--- src/rtl/imem_fetch_ctrl_pkg.sv ---
// Shared constants and state encoding for the instruction fetch controller.
// Imported by the fetch controller and by anything that decodes fetch_state.
package imem_fetch_ctrl_pkg;

   localparam int WORD_SIZE       = 19;
   localparam int IMEM_ADDR_WIDTH = 10;

   typedef enum logic [1:0] {
      S_IDLE    = 2'd0,
      S_ISSUE   = 2'd1,
      S_CAPTURE = 2'd2,
      S_VALID   = 2'd3
   } fetch_state_t;

endpackage

--- src/rtl/imem_fetch_ctrl.sv ---
// Instruction memory sequencer: owns the PC, buffers one fetched word for
// decode, and lends the memory port to the program loader while idle.
module imem_fetch_ctrl #(
   parameter int ADDR_WIDTH = imem_fetch_ctrl_pkg::IMEM_ADDR_WIDTH,
   parameter int WORD_SIZE  = imem_fetch_ctrl_pkg::WORD_SIZE
) (
   input  logic                  CLK,
   input  logic                  RESET_N,
   input  logic                  start,
   input  logic                  halt,
   input  logic                  redirect,
   input  logic [ADDR_WIDTH-1:0] redirect_pc,
   input  logic                  ld_req,
   input  logic [ADDR_WIDTH-1:0] ld_addr,
   input  logic [WORD_SIZE-1:0]  ld_data,
   output logic                  ld_gnt,
   output logic                  imem_rd_en,
   output logic                  imem_wr_en,
   output logic [ADDR_WIDTH-1:0] imem_addr,
   output logic [WORD_SIZE-1:0]  imem_wdata,
   input  logic [WORD_SIZE-1:0]  imem_rdata,
   output logic                  instr_valid,
   input  logic                  instr_ready,
   output logic [WORD_SIZE-1:0]  instr,
   output logic [ADDR_WIDTH-1:0] instr_pc,
   output logic [1:0]            fetch_state
);
   import imem_fetch_ctrl_pkg::*;

   fetch_state_t          r_state;
   logic [ADDR_WIDTH-1:0] r_pc;
   logic [WORD_SIZE-1:0]  r_instr;
   logic [ADDR_WIDTH-1:0] r_instr_pc;
   logic                  r_valid;

   fetch_state_t          w_state_nxt;
   logic [ADDR_WIDTH-1:0] w_pc_nxt;
   logic                  w_valid_nxt;
   logic                  w_load;
   logic                  w_accept;

   assign w_accept = (r_state == S_VALID) && r_valid && instr_ready;

   always_ff @(posedge CLK) begin
      if (!RESET_N) begin
         r_state    <= S_IDLE;
         r_pc       <= '0;
         r_instr    <= '0;
         r_instr_pc <= '0;
         r_valid    <= 1'b0;
      end else begin
         r_state <= w_state_nxt;
         r_pc    <= w_pc_nxt;
         r_valid <= w_valid_nxt;
         if (w_load) begin
            r_instr    <= imem_rdata;
            r_instr_pc <= r_pc;
         end
      end
   end

   always_comb begin
      w_state_nxt = r_state;
      w_pc_nxt    = r_pc;
      w_valid_nxt = r_valid;
      w_load      = 1'b0;
      unique case (r_state)
         S_IDLE: begin
            if (start && !ld_req) w_state_nxt = S_ISSUE;
         end
         S_ISSUE: w_state_nxt = S_CAPTURE;
         S_CAPTURE: begin
            w_state_nxt = S_VALID;
            w_valid_nxt = 1'b1;
            w_load      = 1'b1;
         end
         S_VALID: begin
            if (w_accept) begin
               w_state_nxt = S_ISSUE;
               w_valid_nxt = 1'b0;
               w_pc_nxt    = r_pc + 1'b1;
            end
         end
         default: w_state_nxt = S_IDLE;
      endcase
      // Redirect drops any read in flight; halt overrides its state change.
      if (r_state != S_IDLE) begin
         if (redirect) begin
            w_state_nxt = S_ISSUE;
            w_pc_nxt    = redirect_pc;
            w_valid_nxt = 1'b0;
            w_load      = 1'b0;
         end
         if (halt) begin
            w_state_nxt = S_IDLE;
            w_valid_nxt = 1'b0;
            w_load      = 1'b0;
            if (!redirect) w_pc_nxt = r_pc;
         end
      end
   end

   always_comb begin
      ld_gnt     = 1'b0;
      imem_rd_en = 1'b0;
      imem_wr_en = 1'b0;
      imem_addr  = '0;
      imem_wdata = '0;
      unique case (r_state)
         S_IDLE: begin
            if (ld_req) begin
               ld_gnt     = 1'b1;
               imem_wr_en = 1'b1;
               imem_addr  = ld_addr;
               imem_wdata = ld_data;
            end
         end
         S_ISSUE: begin
            imem_rd_en = 1'b1;
            imem_addr  = r_pc;
         end
         default: ;
      endcase
   end

   assign instr_valid = r_valid;
   assign instr       = r_instr;
   assign instr_pc    = r_instr_pc;
   assign fetch_state = r_state;

endmodule

--- config.mk ---
export PLATFORM = sky130hd
export DESIGN_NAME = imem_fetch_ctrl
export DESIGN_NICKNAME = d
export VERILOG_FILES = /design/src/rtl/imem_fetch_ctrl_pkg.sv /design/src/rtl/imem_fetch_ctrl.sv
export SDC_FILE = /design/constraint.sdc
export NUM_CORES = 1
export LEC_CHECK = 0
export ABC_AREA = 0
export CELL_PAD_IN_SITES_DETAIL_PLACEMENT = 2
export CELL_PAD_IN_SITES_GLOBAL_PLACEMENT = 2
export CORE_MARGIN = 2
export CORE_UTILIZATION = 20
export DETAILED_ROUTE_END_ITERATION = 7
export PLACE_DENSITY = 0.87
export SETUP_SLACK_MARGIN = 0.1
export SYNTH_ARGS = -nofsm -noshare
export SYNTH_HDL_FRONTEND = slang
export SYNTH_SLANG_ARGS = --single-unit
export TNS_END_PERCENT = 10
--- constraint.sdc ---
create_clock -name CLK -period 2.4 [get_ports CLK]
set_input_delay 0.24 -clock CLK [delete_from_list [all_inputs] [get_ports CLK]]
set_output_delay 0.24 -clock CLK [all_outputs]
set_load 0.02 [all_outputs]
* Yosys cells after proc, flatten, opt, wreduce, memory -nomap -nowiden
Index checks and enable logic that the tools add are counted.
Word-level totals: bits in writable memories 0, bits of input ports 65, flip-flop bits (word level) 42, bits in latches 0, output and inout port bits 64, memory bits (read-only) 0, memories 0
Operators by class: add/subtract/negate cells 1, bitwise gates (word level) 0, reduce and logical (&&, ||, !) cells 6, order comparisons 0, $mul 0, div/mod/pow operators 0, equal/unequal tests 4, muxes and demuxes 28, shift operators 0
Operators by type and width (count):
- 2-to-1 mux 10 bit | 7
- 2-to-1 mux 19 bit | 2
- one-hot mux 10 bit (2 select lines) | 1
- 2-to-1 mux 1 bit | 11
- adder 10 x 1 -> 10 bit (second input constant) | 1
- 2-to-1 mux 2 bit | 5
- one-hot mux 2 bit (4 select lines) | 1
- equality test 2 bit (second input constant) | 2
- logical AND 1 bit | 3
- inequality test 3 bit (second input constant) | 1
- equality test 2 x 1 -> 1 bit (second input constant) | 1
- logical NOT 2 bit | 1
- one-hot mux 1 bit (2 select lines) | 1
- nonzero test 2 bit | 1
- logical NOT 1 bit | 1

* Logic depth before layout (Yosys ltp)
depth in word-level cells 9, depth in mapped cells 7

* Least setup slack after synthesis
No wires, ideal clock.
path kind register to output, from register r_state[1] (netlist: fetch_state[1]), to output imem_addr[0], arrival 1587 ps, stages on the path, launching flop included 4, buffers on the path 1, path slack 573 ps, cells stage by stage dfxtp_1 > buf_2 > nor3_2 > a22o_1
On the way: word-level cells in the longest chain between the ends 2, elaborated cells between the ends (all ways) 3, classes of those cells eq/ne (1); mux (1); reduce/logical (1)
RTL lines:
- from (decl) | RTL line imem_fetch_ctrl.sv:30 | fetch_state_t r_state;
- from (signal assigned) | RTL line imem_fetch_ctrl.sv:52 | r_state <= w_state_nxt;
- equality test 2 x 1 -> 1 bit or logical NOT 2 bit (tied branches) | RTL line imem_fetch_ctrl.sv:109 | unique case (r_state)
- one-hot mux 10 bit (2 select lines) (*) | RTL line imem_fetch_ctrl.sv:109
- to (decl) | RTL line imem_fetch_ctrl.sv:19 | output logic [ADDR_WIDTH-1:0] imem_addr,
Every way passes the cells marked *; elsewhere a longest branch is shown, timed or not.

* Worst setup path after layout
from input ld_req, to output imem_addr[5]
On the way: word-level cells in the longest chain between the ends 2
RTL lines:
- from (decl) | RTL line imem_fetch_ctrl.sv:13 | input logic ld_req,
- 2-to-1 mux 10 bit | RTL line imem_fetch_ctrl.sv:111 | if (ld_req) begin
- one-hot mux 10 bit (2 select lines) | RTL line imem_fetch_ctrl.sv:109
Every way passes these cells.

==> results.json <==
{
  "cts_tree": "done",
  "ff_latch_area_um2": 840.8,
  "ios": 129,
  "met3WireLength_um": 290,
  "crit_slowest_cell": "clkdlybuf4s50_1",
  "die_h_um": 106.8,
  "endpoint_kind": "output port",
  "numCtsBuffers": 5,
  "place_area_mm2": 0.003576,
  "slew_violations": 0,
  "cap_violations": 0,
  "multiInputGateArea_mm2": 0.001159,
  "ys_top_cells_by_count": "nand2_1 (68), a21oi_1 (42), dfxtp_1 (42)",
  "htreeDepth": 2,
  "slew-limit-headroom_pct": 45.91,
  "dp_hpwl_mm": 7.621,
  "crit_top_cell": "clkdlybuf4s50_1",
  "cts_root_buf": "clkbuf_8",
  "fin_nets": 469,
  "core_mm2": 0.01028,
  "crit_required_ns": 2.16,
  "wl_per_cell_um": 17.88,
  "period_share_pct": 91.69,
  "firstDrtPassIters": 4,
  "avgSynthCellArea_um2": 7.634,
  "r2r_slack_ns": 0.54,
  "cts.clk_slew.worst_paths_ns": 0.09,
  "status": "complete, no violations",
  "utilization_pct": 35.72,
  "synth_area_leaders": "dfxtp_1 (40%), nand2_1 (12%), a21oi_1 (9.9%)",
  "ys_ff_latch": 42,
  "row_count": 37,
  "irDropWorstVdd_mv": 0.2008,
  "crit_path_max_incr_delay_ns": 0.60,
  "area_growth_pct": 73.61,
  "fillers": 1213,
  "ys_async_sr_fraction_pct": 0,
  "port_buffers": 128,
  "yosysWarnings": 0,
  "clock_latency_ns": 0.30,
  "path_cells": "clkdlybuf4s50_1 -> inv_1 -> nor3_2 -> buf_4 -> a22o_1 -> clkdlybuf4s50_1",
  "yosysTopAreaCellShare_pct": 39.76,
  "drive_gt1_share_pct": 6.683,
  "hold_viol_final": 0,
  "grt_pass1_wl_mm": 15.04,
  "critPathLaunchType": "input pin",
  "fmax_mhz": 454.4,
  "ant_nets": 0,
  "post_cts_buffers": 0,
  "finClkSkew_ns": 0.008200,
  "netlist_area_mm2": 0.002115,
  "arrival_ns": 1.96,
  "via_per_inst": 4.741,
  "yosysSeqAreaShare_pct": 39.76,
  "leakagePower_uw": 0.001338,
  "crit_type": "input pin to output port",
  "setup_viol": 0,
  "postLayoutCellArea_mm2": 0.003671,
  "synth_edf_count": 0,
  "hold_path_class": "flop to flop",
  "synthFlopType": "dfxtp_1",
  "path_max_fanout": 11,
  "grt_pass1_vias": 2783,
  "top_layer_used": "met4",
  "vias": 2560,
  "routabilityCongestion": 0.7483,
  "wl_met1_mm": 4.022,
  "synthCells": 277,
  "grt_usage_pct": 16.80,
  "rsz0062_at_grt": "no",
  "synth.distinct_cells": 42,
  "fin_crit_ns": 2.201,
  "wirelength_mm": 9.654,
  "start_util_pct": 20.57,
  "cts_sinks": 42,
  "clockBufferDepth": 2,
  "setup_tns_ns": 0,
  "power.density_mw_per_mm2": 427.4,
  "dr_wl_met2_mm": 5.229,
  "dieArea_mm2": 0.01141,
  "synth_nets": 343,
  "yosysMostFrequentCell": "nand2_1",
  "grt_max_degree": 30,
  "tightest_slew_ns": 0.8028,
  "die_x_um": 106.8,
  "synth_top_area_cell": "dfxtp_1",
  "grt_remaining_overflow": 0,
  "drc": 0,
  "antenna_found_initial": 0,
  "diodes": 0,
  "drt_iter0_drc": 73
}
repair_timing:
| item | 4_1_cts | 5_1_grt |
|---|---|---|
| gates resized for setup | 0 | 1 |
| endpoints found under the setup margin | 0 | 1 |
| hold buffers | 0 | 0 |
through the flow:
stage / setup slack, ns / std cells / total power, uW / hold slack (ns)
after global routing: 0.1168 / 540 / 1648 / 0.4846
after global placement: 0.2503 / 532 / 1085 / 0.4407
final: 0.1995 / 540 / 1569 / 0.4628
after floorplan: 0.5732 / 277 / 871.6 / 0.3712
after CTS: 0.1600 / 540 / 1606 / 0.4712
after detailed placement: 0.1609 / 532 / 1099 / 0.4553
worst paths after layout:
check                  from      endpoint  cells past startpoint
max                  ld_req  imem_addr[5]                      6
min               instr[11]     instr[11]                      2
min reg2reg       instr[11]     instr[11]                      2
max reg2reg  fetch_state[1]       r_pc[7]                      5
sequential cells by signal, summed over array words and instances (netlist names):
register	cells
fetch_state	2
instr_pc	10
instr_valid	1
r_pc	10
instr	19
worst max-delay path: cells and delay by family:
| kind | cells | cell delay (ns) |
|---|---|---|
| buffers and inverters | 4 | 1.44 |
| AO/OA/AOI/OAI | 1 | 0.16 |
| AND/OR/NAND/NOR | 1 | 0.11 |
placed cells by master, fill, tap and decap left out, types with 4 or more instances in the layout:
cell / count
nor3_1: 8
inv_1: 4
clkbuf_8: 5
a22o_1: 10
buf_4: 12
nor2_1: 9
nand3_1: 5
and3_1: 19
nand2_1: 68
clkdlybuf4s50_1: 127
o21ai_0: 8
a21oi_1: 42
dfxtp_1: 42
metal layers:
| metal | track usage, % | vias up |
|---|---|---|
| met5 | 0 | - |
| met4 | 3.989 | 0 |
| met3 | 2.736 | 11 |
| met2 | 32.62 | 56 |
| met1 | 18.91 | 1274 |
| li1 | - | 1219 |
logic make-up (layout without fill, tap and decap cells):
| logic type | Yosys count | after routing | share of synthesized area [%] |
|---|---|---|---|
| AND/OR/NAND/NOR | 125 | 125 | 28.94 |
| flip-flops | 42 | 42 | 39.76 |
| adder cells (fa/ha/maj) | 1 | 1 | 0.5916 |
| XOR/XNOR | 4 | 4 | 1.657 |
| AO/OA/AOI/OAI | 77 | 77 | 22.66 |
| buffers and inverters | 26 | 153 | 5.443 |
| multiplexers | 2 | 2 | 0.9468 |
power breakdown:
part	total (uW)	switching, uW	internal (uW)
Combinational	359	159	200
Sequential	722	17.1	705
Clock	488	280	208
Total	1570	456	1110
final cells by class:
cell class              instances  area share [%]
clock buffers                   5           1.875
flip-flops and latches         42           22.90
multi-input cells             209           31.56
well taps                     136           4.635
inverters                       4          0.4090
repair buffers                141           37.97
clock inverters                 3          0.6476
Power figures use the tool's default switching activity.
